$ cat src/rtl/prep4_stim_driver.sv
// prep4_stim_driver
// -----------------
// Stimulus driver for a PREP4 16-state machine in bring-up harnesses.
// On command it walks the attached machine along a fixed 25-step tour
// until it reaches the requested state. It then parks the machine there
// by applying that state's hold byte. Every cycle it checks the machine's
// output code against the state that the shadow tour position predicts.
// On any difference it resets the machine and starts again from tour
// index 0.
//
// Ports
//   CLK           clock
//   RST           synchronous, active-high reset
//   cmd_valid     target request valid
//   cmd_ready     high while idle and able to accept a target
//   cmd_target    requested state 0..15 (sampled on accept only)
//   rsp_valid     one-cycle completion pulse (no backpressure)
//   rsp_status    00 ok, 01 rejected, 10 aborted by mismatch
//   dut_i         registered input byte to the state machine
//   dut_o         output code returned by the state machine
//   dut_rst       registered reset pulse to the state machine
//   pos           current tour index 0..24
//   mismatch_cnt  saturating count of compare failures

module prep4_stim_driver (
    input  logic       CLK,
    input  logic       RST,
    input  logic       cmd_valid,
    output logic       cmd_ready,
    input  logic [3:0] cmd_target,
    output logic       rsp_valid,
    output logic [1:0] rsp_status,
    output logic [7:0] dut_i,
    input  logic [7:0] dut_o,
    output logic       dut_rst,
    output logic [4:0] pos,
    output logic [7:0] mismatch_cnt
);

    localparam logic [1:0] S_IDLE   = 2'd0;
    localparam logic [1:0] S_MOVE   = 2'd1;
    localparam logic [1:0] S_RESP   = 2'd2;
    localparam logic [1:0] S_RESYNC = 2'd3;

    localparam logic [4:0] TOUR_LAST = 5'd24;

    localparam logic [1:0] ST_OK     = 2'b00;
    localparam logic [1:0] ST_REJECT = 2'b01;
    localparam logic [1:0] ST_ABORT  = 2'b10;

    // Machine state visited at each tour index.
    function automatic logic [3:0] tour_state(input logic [4:0] idx);
        logic [3:0] s;
        case (idx)
            5'd0:    s = 4'd0;
            5'd1:    s = 4'd2;
            5'd2:    s = 4'd3;
            5'd3:    s = 4'd5;
            5'd4:    s = 4'd7;
            5'd5:    s = 4'd4;
            5'd6:    s = 4'd6;
            5'd7:    s = 4'd8;
            5'd8:    s = 4'd11;
            5'd9:    s = 4'd15;
            5'd10:   s = 4'd13;
            5'd11:   s = 4'd12;
            5'd12:   s = 4'd0;
            5'd13:   s = 4'd1;
            5'd14:   s = 4'd3;
            5'd15:   s = 4'd5;
            5'd16:   s = 4'd7;
            5'd17:   s = 4'd4;
            5'd18:   s = 4'd6;
            5'd19:   s = 4'd9;
            5'd20:   s = 4'd11;
            5'd21:   s = 4'd15;
            5'd22:   s = 4'd14;
            5'd23:   s = 4'd10;
            5'd24:   s = 4'd1;
            default: s = 4'd0;
        endcase
        return s;
    endfunction

    // Byte that moves the machine from tour index idx to idx+1.
    function automatic logic [7:0] tour_step(input logic [4:0] idx);
        logic [7:0] b;
        case (idx)
            5'd0:    b = 8'h04;
            5'd1:    b = 8'h00;
            5'd2:    b = 8'h00;
            5'd3:    b = 8'h01;
            5'd4:    b = 8'hC0;
            5'd5:    b = 8'h00;
            5'd6:    b = 8'h40;
            5'd7:    b = 8'h10;
            5'd8:    b = 8'h40;
            5'd9:    b = 8'h82;
            5'd10:   b = 8'h02;
            5'd11:   b = 8'hFF;
            5'd12:   b = 8'h01;
            5'd13:   b = 8'h00;
            5'd14:   b = 8'h00;
            5'd15:   b = 8'h01;
            5'd16:   b = 8'hC0;
            5'd17:   b = 8'h00;
            5'd18:   b = 8'h80;
            5'd19:   b = 8'h01;
            5'd20:   b = 8'h40;
            5'd21:   b = 8'h80;
            5'd22:   b = 8'h80;
            5'd23:   b = 8'h00;
            5'd24:   b = 8'h03;
            default: b = 8'h00;
        endcase
        return b;
    endfunction

    // Output code the machine presents in each state.
    function automatic logic [7:0] state_code(input logic [3:0] s);
        logic [7:0] c;
        case (s)
            4'd0:    c = 8'h00;
            4'd1:    c = 8'h06;
            4'd2:    c = 8'h18;
            4'd3:    c = 8'h60;
            4'd4:    c = 8'h80;
            4'd5:    c = 8'hF0;
            4'd6:    c = 8'h1F;
            4'd7:    c = 8'h3F;
            4'd8:    c = 8'h7F;
            4'd9:    c = 8'hFF;
            4'd10:   c = 8'hFF;
            4'd11:   c = 8'hFF;
            4'd12:   c = 8'hFD;
            4'd13:   c = 8'hF7;
            4'd14:   c = 8'hDF;
            4'd15:   c = 8'h7F;
            default: c = 8'h00;
        endcase
        return c;
    endfunction

    // States that can be parked in. The other states either have no
    // self-loop byte or are only passed through.
    function automatic logic is_holdable(input logic [3:0] s);
        logic h;
        case (s)
            4'd0, 4'd5, 4'd6, 4'd7, 4'd8,
            4'd9, 4'd12, 4'd14, 4'd15: h = 1'b1;
            default:                   h = 1'b0;
        endcase
        return h;
    endfunction

    // Byte that keeps the machine in a holdable state. Only st7 needs a
    // nonzero byte. A non-holdable state is never parked in, so its value
    // here is unused.
    function automatic logic [7:0] hold_byte(input logic [3:0] s);
        logic [7:0] b;
        case (s)
            4'd7:    b = 8'h40;
            default: b = 8'h00;
        endcase
        return b;
    endfunction

    logic [1:0] fsm;
    logic [3:0] target;
    logic       inflight;
    logic [1:0] status_q;

    logic [4:0] pos_next;
    logic [3:0] cur_state;
    logic [3:0] next_state;
    logic       cmp_fail;
    logic       accept;

    assign pos_next   = (pos == TOUR_LAST) ? 5'd0 : pos + 5'd1;
    assign cur_state  = tour_state(pos);
    assign next_state = tour_state(pos_next);

    // While RST or dut_rst is high the machine is not yet known to be in
    // st0, so no compare is made in those cycles.
    assign cmp_fail = !RST && !dut_rst && (dut_o != state_code(cur_state));

    assign cmd_ready = (fsm == S_IDLE) && !RST;
    assign accept    = cmd_valid && cmd_ready;

    // The RESP cycle is also the arrival cycle. A compare failure in that
    // cycle overrides the pending ok/reject response, so rsp_valid depends
    // on the compare in the same cycle. In that case the command is
    // reported later as an abort from RESYNC.
    assign rsp_valid  = !RST && (((fsm == S_RESP) && !cmp_fail) ||
                                 ((fsm == S_RESYNC) && inflight));
    assign rsp_status = status_q;

    always_ff @(posedge CLK) begin
        if (RST) begin
            // Leave reset through RESYNC. This gives the machine its
            // dut_rst cycle and keeps cmd_ready low until reset is over.
            fsm          <= S_RESYNC;
            pos          <= 5'd0;
            dut_i        <= 8'h00;
            dut_rst      <= 1'b1;
            status_q     <= ST_OK;
            mismatch_cnt <= 8'h00;
            target       <= 4'd0;
            inflight     <= 1'b0;
        end else if (cmp_fail) begin
            fsm          <= S_RESYNC;
            pos          <= 5'd0;
            dut_i        <= 8'h00;
            dut_rst      <= 1'b1;
            status_q     <= ST_ABORT;
            // A command accepted in the failing cycle counts as in flight.
            inflight     <= (fsm != S_IDLE) || accept;
            if (mismatch_cnt != 8'hFF) begin
                mismatch_cnt <= mismatch_cnt + 8'd1;
            end
        end else begin
            dut_rst <= 1'b0;
            case (fsm)
                S_IDLE: begin
                    dut_i <= hold_byte(cur_state);
                    if (accept) begin
                        target <= cmd_target;
                        if (!is_holdable(cmd_target)) begin
                            status_q <= ST_REJECT;
                            fsm      <= S_RESP;
                        end else if (cmd_target == cur_state) begin
                            status_q <= ST_OK;
                            fsm      <= S_RESP;
                        end else begin
                            dut_i <= tour_step(pos);
                            fsm   <= S_MOVE;
                        end
                    end
                end
                S_MOVE: begin
                    pos <= pos_next;
                    // Stop at the first tour index that reaches the target.
                    if (next_state == target) begin
                        dut_i    <= hold_byte(target);
                        status_q <= ST_OK;
                        fsm      <= S_RESP;
                    end else begin
                        dut_i <= tour_step(pos_next);
                    end
                end
                S_RESP: begin
                    fsm <= S_IDLE;
                end
                default: begin
                    fsm      <= S_IDLE;
                    inflight <= 1'b0;
                end
            endcase
        end
    end

endmodule

$ cat config.mk
export PLATFORM = sky130hd
export DESIGN_NAME = prep4_stim_driver
export DESIGN_NICKNAME = d
export VERILOG_FILES = /design/src/rtl/prep4_stim_driver.sv
export SDC_FILE = /design/constraint.sdc
export NUM_CORES = 1
export LEC_CHECK = 0
export BUFFER_PORTS_ARGS = -buffer_cell sky130_fd_sc_hd__buf_4
export CAP_MARGIN = 10
export CORE_MARGIN = 2
export CORE_UTILIZATION = 30
export CTS_BUF_LIST = sky130_fd_sc_hd__clkbuf_2
export DETAILED_ROUTE_END_ITERATION = 10
export PLACE_DENSITY = 0.53
export SYNTH_ARGS = -nofsm -noshare
export SYNTH_HDL_FRONTEND = slang
export SYNTH_SLANG_ARGS = --single-unit
$ cat constraint.sdc
create_clock -name CLK -period 8.8 [get_ports CLK]
set_clock_uncertainty 0.05 [all_clocks]
set_input_delay 0 -clock CLK [delete_from_list [all_inputs] [get_ports CLK]]
set_output_delay 0 -clock CLK [all_outputs]
set_load 0.005 [all_outputs]
Word-level counts from Yosys, hierarchy flattened
Memories as Yosys holds them, arrays and structs flattened. A register that Yosys moved wholly into a read port is not among the register bits. Index checks and enable logic that the tools add are counted. Widths: inputs -> output; s select.

Register bits after elaboration: 31. Output and inout bits: 26. Memory bits (writable): 0. Latch bits: 0. Bits in read-only memories: 912. Memories kept: 6. Input bits: 15.

$mul: 0. Bitwise logic cells: 1. Add/subtract/negate cells: 2. Reductions and logical operators: 23. Order comparisons: 0. Shift operators: 0. Div/mod/pow operators: 0. Mux-type cells: 30. Equal/unequal tests: 17.

Memories: (no name shown) (depth 32, width 8, read ports 1, clocked after Yosys merged registers in 1, write ports 0, line 88) `case (idx)`; (no name shown) (depth 32, width 8, read ports 1, clocked after Yosys merged registers in 0, write ports 0, line 88); (no name shown) (depth 16, width 8, read ports 1, clocked after Yosys merged registers in 0, write ports 0, line 122) `case (s)`; (no name shown) (depth 32, width 4, read ports 1, clocked after Yosys merged registers in 0, write ports 0, line 54) `case (idx)`; (no name shown) (depth 32, width 4, read ports 1, clocked after Yosys merged registers in 1, write ports 0, line 54); (no name shown) (depth 16, width 1, read ports 1, clocked after Yosys merged registers in 0, write ports 0, line 148) `case (s)`.

Operators by type and width (count): $mux 8 (4); $mux 5 (5); $mux 2 (9); $pmux 8 s2 (1); $mux 7 (2); $add 8x1->8 const B (1); $eq 4x3->1 const B (2); $eq 4x4->1 (2); $ne 8x8->1 (1); $ne 8x8->1 const B (1); $pmux 2 s2 (2); $reduce_and 4->1 (2); $logic_and 1x1->1 (7); $mux 1 (7); $ne 3x3->1 const B (2); $add 5x1->5 const B (1); $eq 5x5->1 const B (1); $eq 2x2->1 const B (2); $ne 2x2->1 const B (2); $ne 4x3->1 const B (1); $reduce_and 2->1 (2); $reduce_bool 2->1 (2); $logic_not 1->1 (3); $ne 3x2->1 const B (1); other kinds (9) (10).

Logic depth before layout (Yosys ltp)
Word-level depth: 11. Gate-level depth with buffers: 17.

Worst setup path before layout
OpenSTA, ideal clock, no wires.

Path type: reg-to-reg. From: register pos[0]. To: register dut_i[4]. Clock period less this slack: 3.434 ns. Setup time: 0.086 ns. Setup slack: 5.366 ns. Cell stages (with the launch flop): 14. Arrival time: 3.298 ns. Required time: 8.664 ns. Path through: dfxtp_1 -> clkbuf_1 -> inv_1 -> ha_1 -> nand4b_1 -> nand2_1 -> ha_1 -> nor3_1 -> or4_1 -> a21oi_2 -> a2111oi_2 -> and3_4 -> or4_4 -> a221oi_2.

Word-level cells in the longest chain between the ends: 6.

Ends and longest elaborated chain: start, declared (line 36) `output logic [4:0] pos,`; start signal, assigned (line 241) `pos <= pos_next;`; $add 5x1->5 / $eq 5x5->1 (equally long branches) (line 179) `assign pos_next = (pos == TOUR_LAST) ? 5'd0 : pos + 5'd1;`; $mux 5 * (line 179); $mem_v2 32x4; $eq 4x4->1 (line 243) `if (next_state == target) begin`; $mux 8 * (line 243); $pmux 8 s2 * (line 223) `case (fsm)`; end signal, assigned (line 225) `dut_i <= hold_byte(cur_state);`; end signal, assigned (line 244) `dut_i <= hold_byte(target);`; end signal, assigned (line 248) `dut_i <= tour_step(pos_next);`; end, declared (line 33) `output logic [7:0] dut_i,`.

Every way passes the cells marked *; elsewhere a longest branch is shown, timed or not. A chain may end at the register's enable or synchronous reset.

Worst setup path after layout
Ends and elaborated chain as after synthesis.

==> impl_results.md <==
* Status: complete, no violations
* Detail Route Antenna Nets at 0
* Slew Limit Fails at 0
* Worst Hold Class: input port to flip-flop
* Vias per cell at about 5.4
* Fmax at around 250 MHz
* Hpwl dp at 6535 um
* Crit-path max FO at 16
* Least-Margin Pin Slew at 1.083 ns
* First-pass GRT wire length at 14970 um
* Max-Cap Viols at 0
* Slowest CP cell: dfxtp_1
* P&R area growth vs syn at 14.58%
* Cell area after synthesis at 3312 um^2
* Number of flops mapped to enable cells by yosys at 0
* Post-layout nets at just under 500
* Largest cells by area after synthesis: dfxtp_1, a21oi_1, nand2_1
* Multiplexer area fraction after synthesis at under 10%
* Final WL at 8925 um
* # rows at 38
* I/O pin count at 41
* Worst setup startpoint: pos[0]
* Final cell count without fillers at 607
* Ys flop type: dfxtp_1
* Largest net degree at the start of global routing at 24
* CP top delay family: simple AND/OR/NAND/NOR gates
* Diodes inserted at 0
* Worst vdd ir at 0.07894 mV
* Vias in the first global route at 3051
* Share of the synthesized area in the top cell type at 24.78%
* GP Congestion at 0.8445
* Register area share after synthesis at 24.78%
* Syn_area_per_cell at 7.426 um^2
* Setup TNS at 0 ns
* Placed instance count at 593
* CTS Buffer Depth at 2
* CTS Buf Count at 5
* Drt pass-1 iters at 4
* Total number of vias at 3283
* Setup bufs post-CTS at 0
* Crit. End Element: flip-flop
* H-tree depth at 2
* Share of layout cells above drive strength 1 at 14.78%
* Clock Sinks at approximately 40
* DRC at 0
* Endpoints failing hold at 0
* Mapped Cells at between 400 and 500
* Hold Slack at 0.2603 ns
* Dpl ws at around 4.7 ns
* Pwr per Cell Area at 122.6 nW/um^2
* Fill count at about 1100
* Fin crit share at 45.64%
* Die footprint at between 10000 and 15000 um^2
* Setup WS post-layout at 4.784 ns
* Startpoint types: flip-flop
* Max transition margin at approximately 28%
* Slowest cell delay on critical path at around 0.7 ns
* Routed len/inst at about 15 um
* Clk_lat worst skew at approximately 0.43 ns
* IO buf count at 40
* Die Height at 109.1 um
* RSZ-0062 raised after global routing: false
* Hold_sp: dut_o[3]
* Simple-gate share of the synthesized area at 26.60%
* Final setup viols at 0
* Total power at ~0.00047 W
* Root Buffer: clkbuf_2
* Seq cells post-synth at a little over 40
* Leak at 1.389 nW
* Die width at roughly 110 um
* Cell chain of the critical path: ha_1, and3b_1, a221oi_2, nand2_1, o221ai_1, xor2_1, and3_4, or4_4, a221oi_2
* Main combinational cell family by area after synthesis: compound AO/OA/AOI/OAI gates
* Async set-reset flop share out of synthesis at 0%
* Tmin final at roughly 4 ns
* CTS tree: done
* Adder-cell area share of the yosys netlist at 4.156%
* Bufs and invs on worst path at 0
* Critical Path RT at between 9 and 10 ns
* Post-synthesis xor/xnor area fraction at 4.420%
* GR Util All Layers at 15.43%
* Initial core utilization at roughly 31%
* Worst setup path class: flip-flop to flip-flop
* Mapped Nets at 472
* Gr ovfl total at 0
* Post-synth cell types at 81
* Initial detailed-routing violation count at approximately 220
* CP most frequent cell: a221oi_2
* Clock slew at reported path FFs at 0.25 ns
* Critical Path AT at 4.34 ns
* Core area at around 11000 um^2
* Yosys Warn Count at 0
* Synth Area in Compound Gates at 30.68%
* Worst r2r src: pos[0]
* Synth area leader: dfxtp_1
* Initial antenna violation count at 0
per-stage QoR:
step / area, um^2 / utilization (%)
after floorplan: 3312 / -
after global placement: 3641 / 33.74
after global routing: 3795 / 35.16
after detailed placement: 3641 / 33.74
after CTS: 3795 / 35.16
final: 3795 / 35.16
what timing repair did:
action                                 CTS  global route
gates resized for setup                  0             0
hold buffers                             6             0
endpoints found under the hold margin   15             0
logic make-up (layout without fill, tap and decap cells):
| kind of cell | Yosys count | after routing |
|---|---|---|
| AO/OA/AOI/OAI | 145 | 145 |
| XOR/XNOR | 15 | 15 |
| adder cells (fa/ha/maj) | 11 | 11 |
| buffers and inverters | 59 | 80 |
| flip-flops | 41 | 41 |
| multiplexers | 5 | 5 |
| AND/OR/NAND/NOR | 170 | 170 |
Yosys cell counts (all sizes together), types with 4 or more instances:
cell and count:
dfxtp 41, nor2b 8, nand2 40, o21ai 28
a211oi 6, and2 5, inv 23, nand4 4
buf 11, ha 11, nor2 39, o22ai 8
xnor2 12, mux2i 5, nor4 4, a221oi 7
a21oi 35, o211ai 7, nand3 18, and3 4
o221ai 4, nor3 19, clkbuf 25, a31oi 9
o21a 4, a21boi 5, nand2b 8
worst min-delay path, stage by stage:
cell and delay [ns]:
buf_4 0.11, a311oi_1 0.09, o211ai_1 0.11, o31ai_2 0.07, buf_4 0.19, a21oi_1 0.13
layout make-up:
| cell class | instances | area, um^2 | area share [%] |
|---|---|---|---|
| Multi-Input combinational cell | 346 | 2236 | 58.92 |
| Sequential cell | 41 | 820.8 | 21.63 |
| Timing Repair Buffer | 49 | 382.9 | 10.09 |
| Tap cell | 140 | 175.2 | 4.616 |
| Inverter | 23 | 86.33 | 2.275 |
| Clock inverter | 3 | 68.82 | 1.813 |
| Clock buffer | 5 | 25.02 | 0.6594 |
power by group:
part           total (W)  switching, W  internal [W]
sequential      0.000210     0.0000161      0.000194
combinational   0.000110     0.0000624     0.0000479
clock           0.000145     0.0000673     0.0000775
total           0.000465      0.000146      0.000319
layout by cell type (no fill, tap or decap), drive strengths merged, types with 5 or more instances in the layout:
cell,n
ha,11
inv,24
dfxtp,41
nor2,39
nor3,19
buf,43
clkbuf,5
dlygate4sd3,6
xnor2,12
nand3,18
o211ai,7
a221oi,7
nand2,40
a21oi,35
a211oi,6
nor2b,8
nand2b,8
o22ai,8
and2,5
mux2i,5
a31oi,9
o21ai,28
a21boi,5
metal layers:
metal	GRT usage, %	vias to the layer above	wire length [um]
li1	-	1683	-
met1	22.01	1510	4447
met2	23.96	75	3961
met3	2.391	15	362
met4	4.304	0	154
met5	0	-	0
path summary, 6_finish.rpt:
kind / end / cells past startpoint / slack, ns
setup / recovery: dut_i[4] / 9 / 4.78
hold / removal: inflight / 6 / 0.26
setup reg to reg: dut_i[4] / 9 / 4.78
hold reg to reg: inflight / 2 / 0.42
Power figures use the tool's default switching activity.
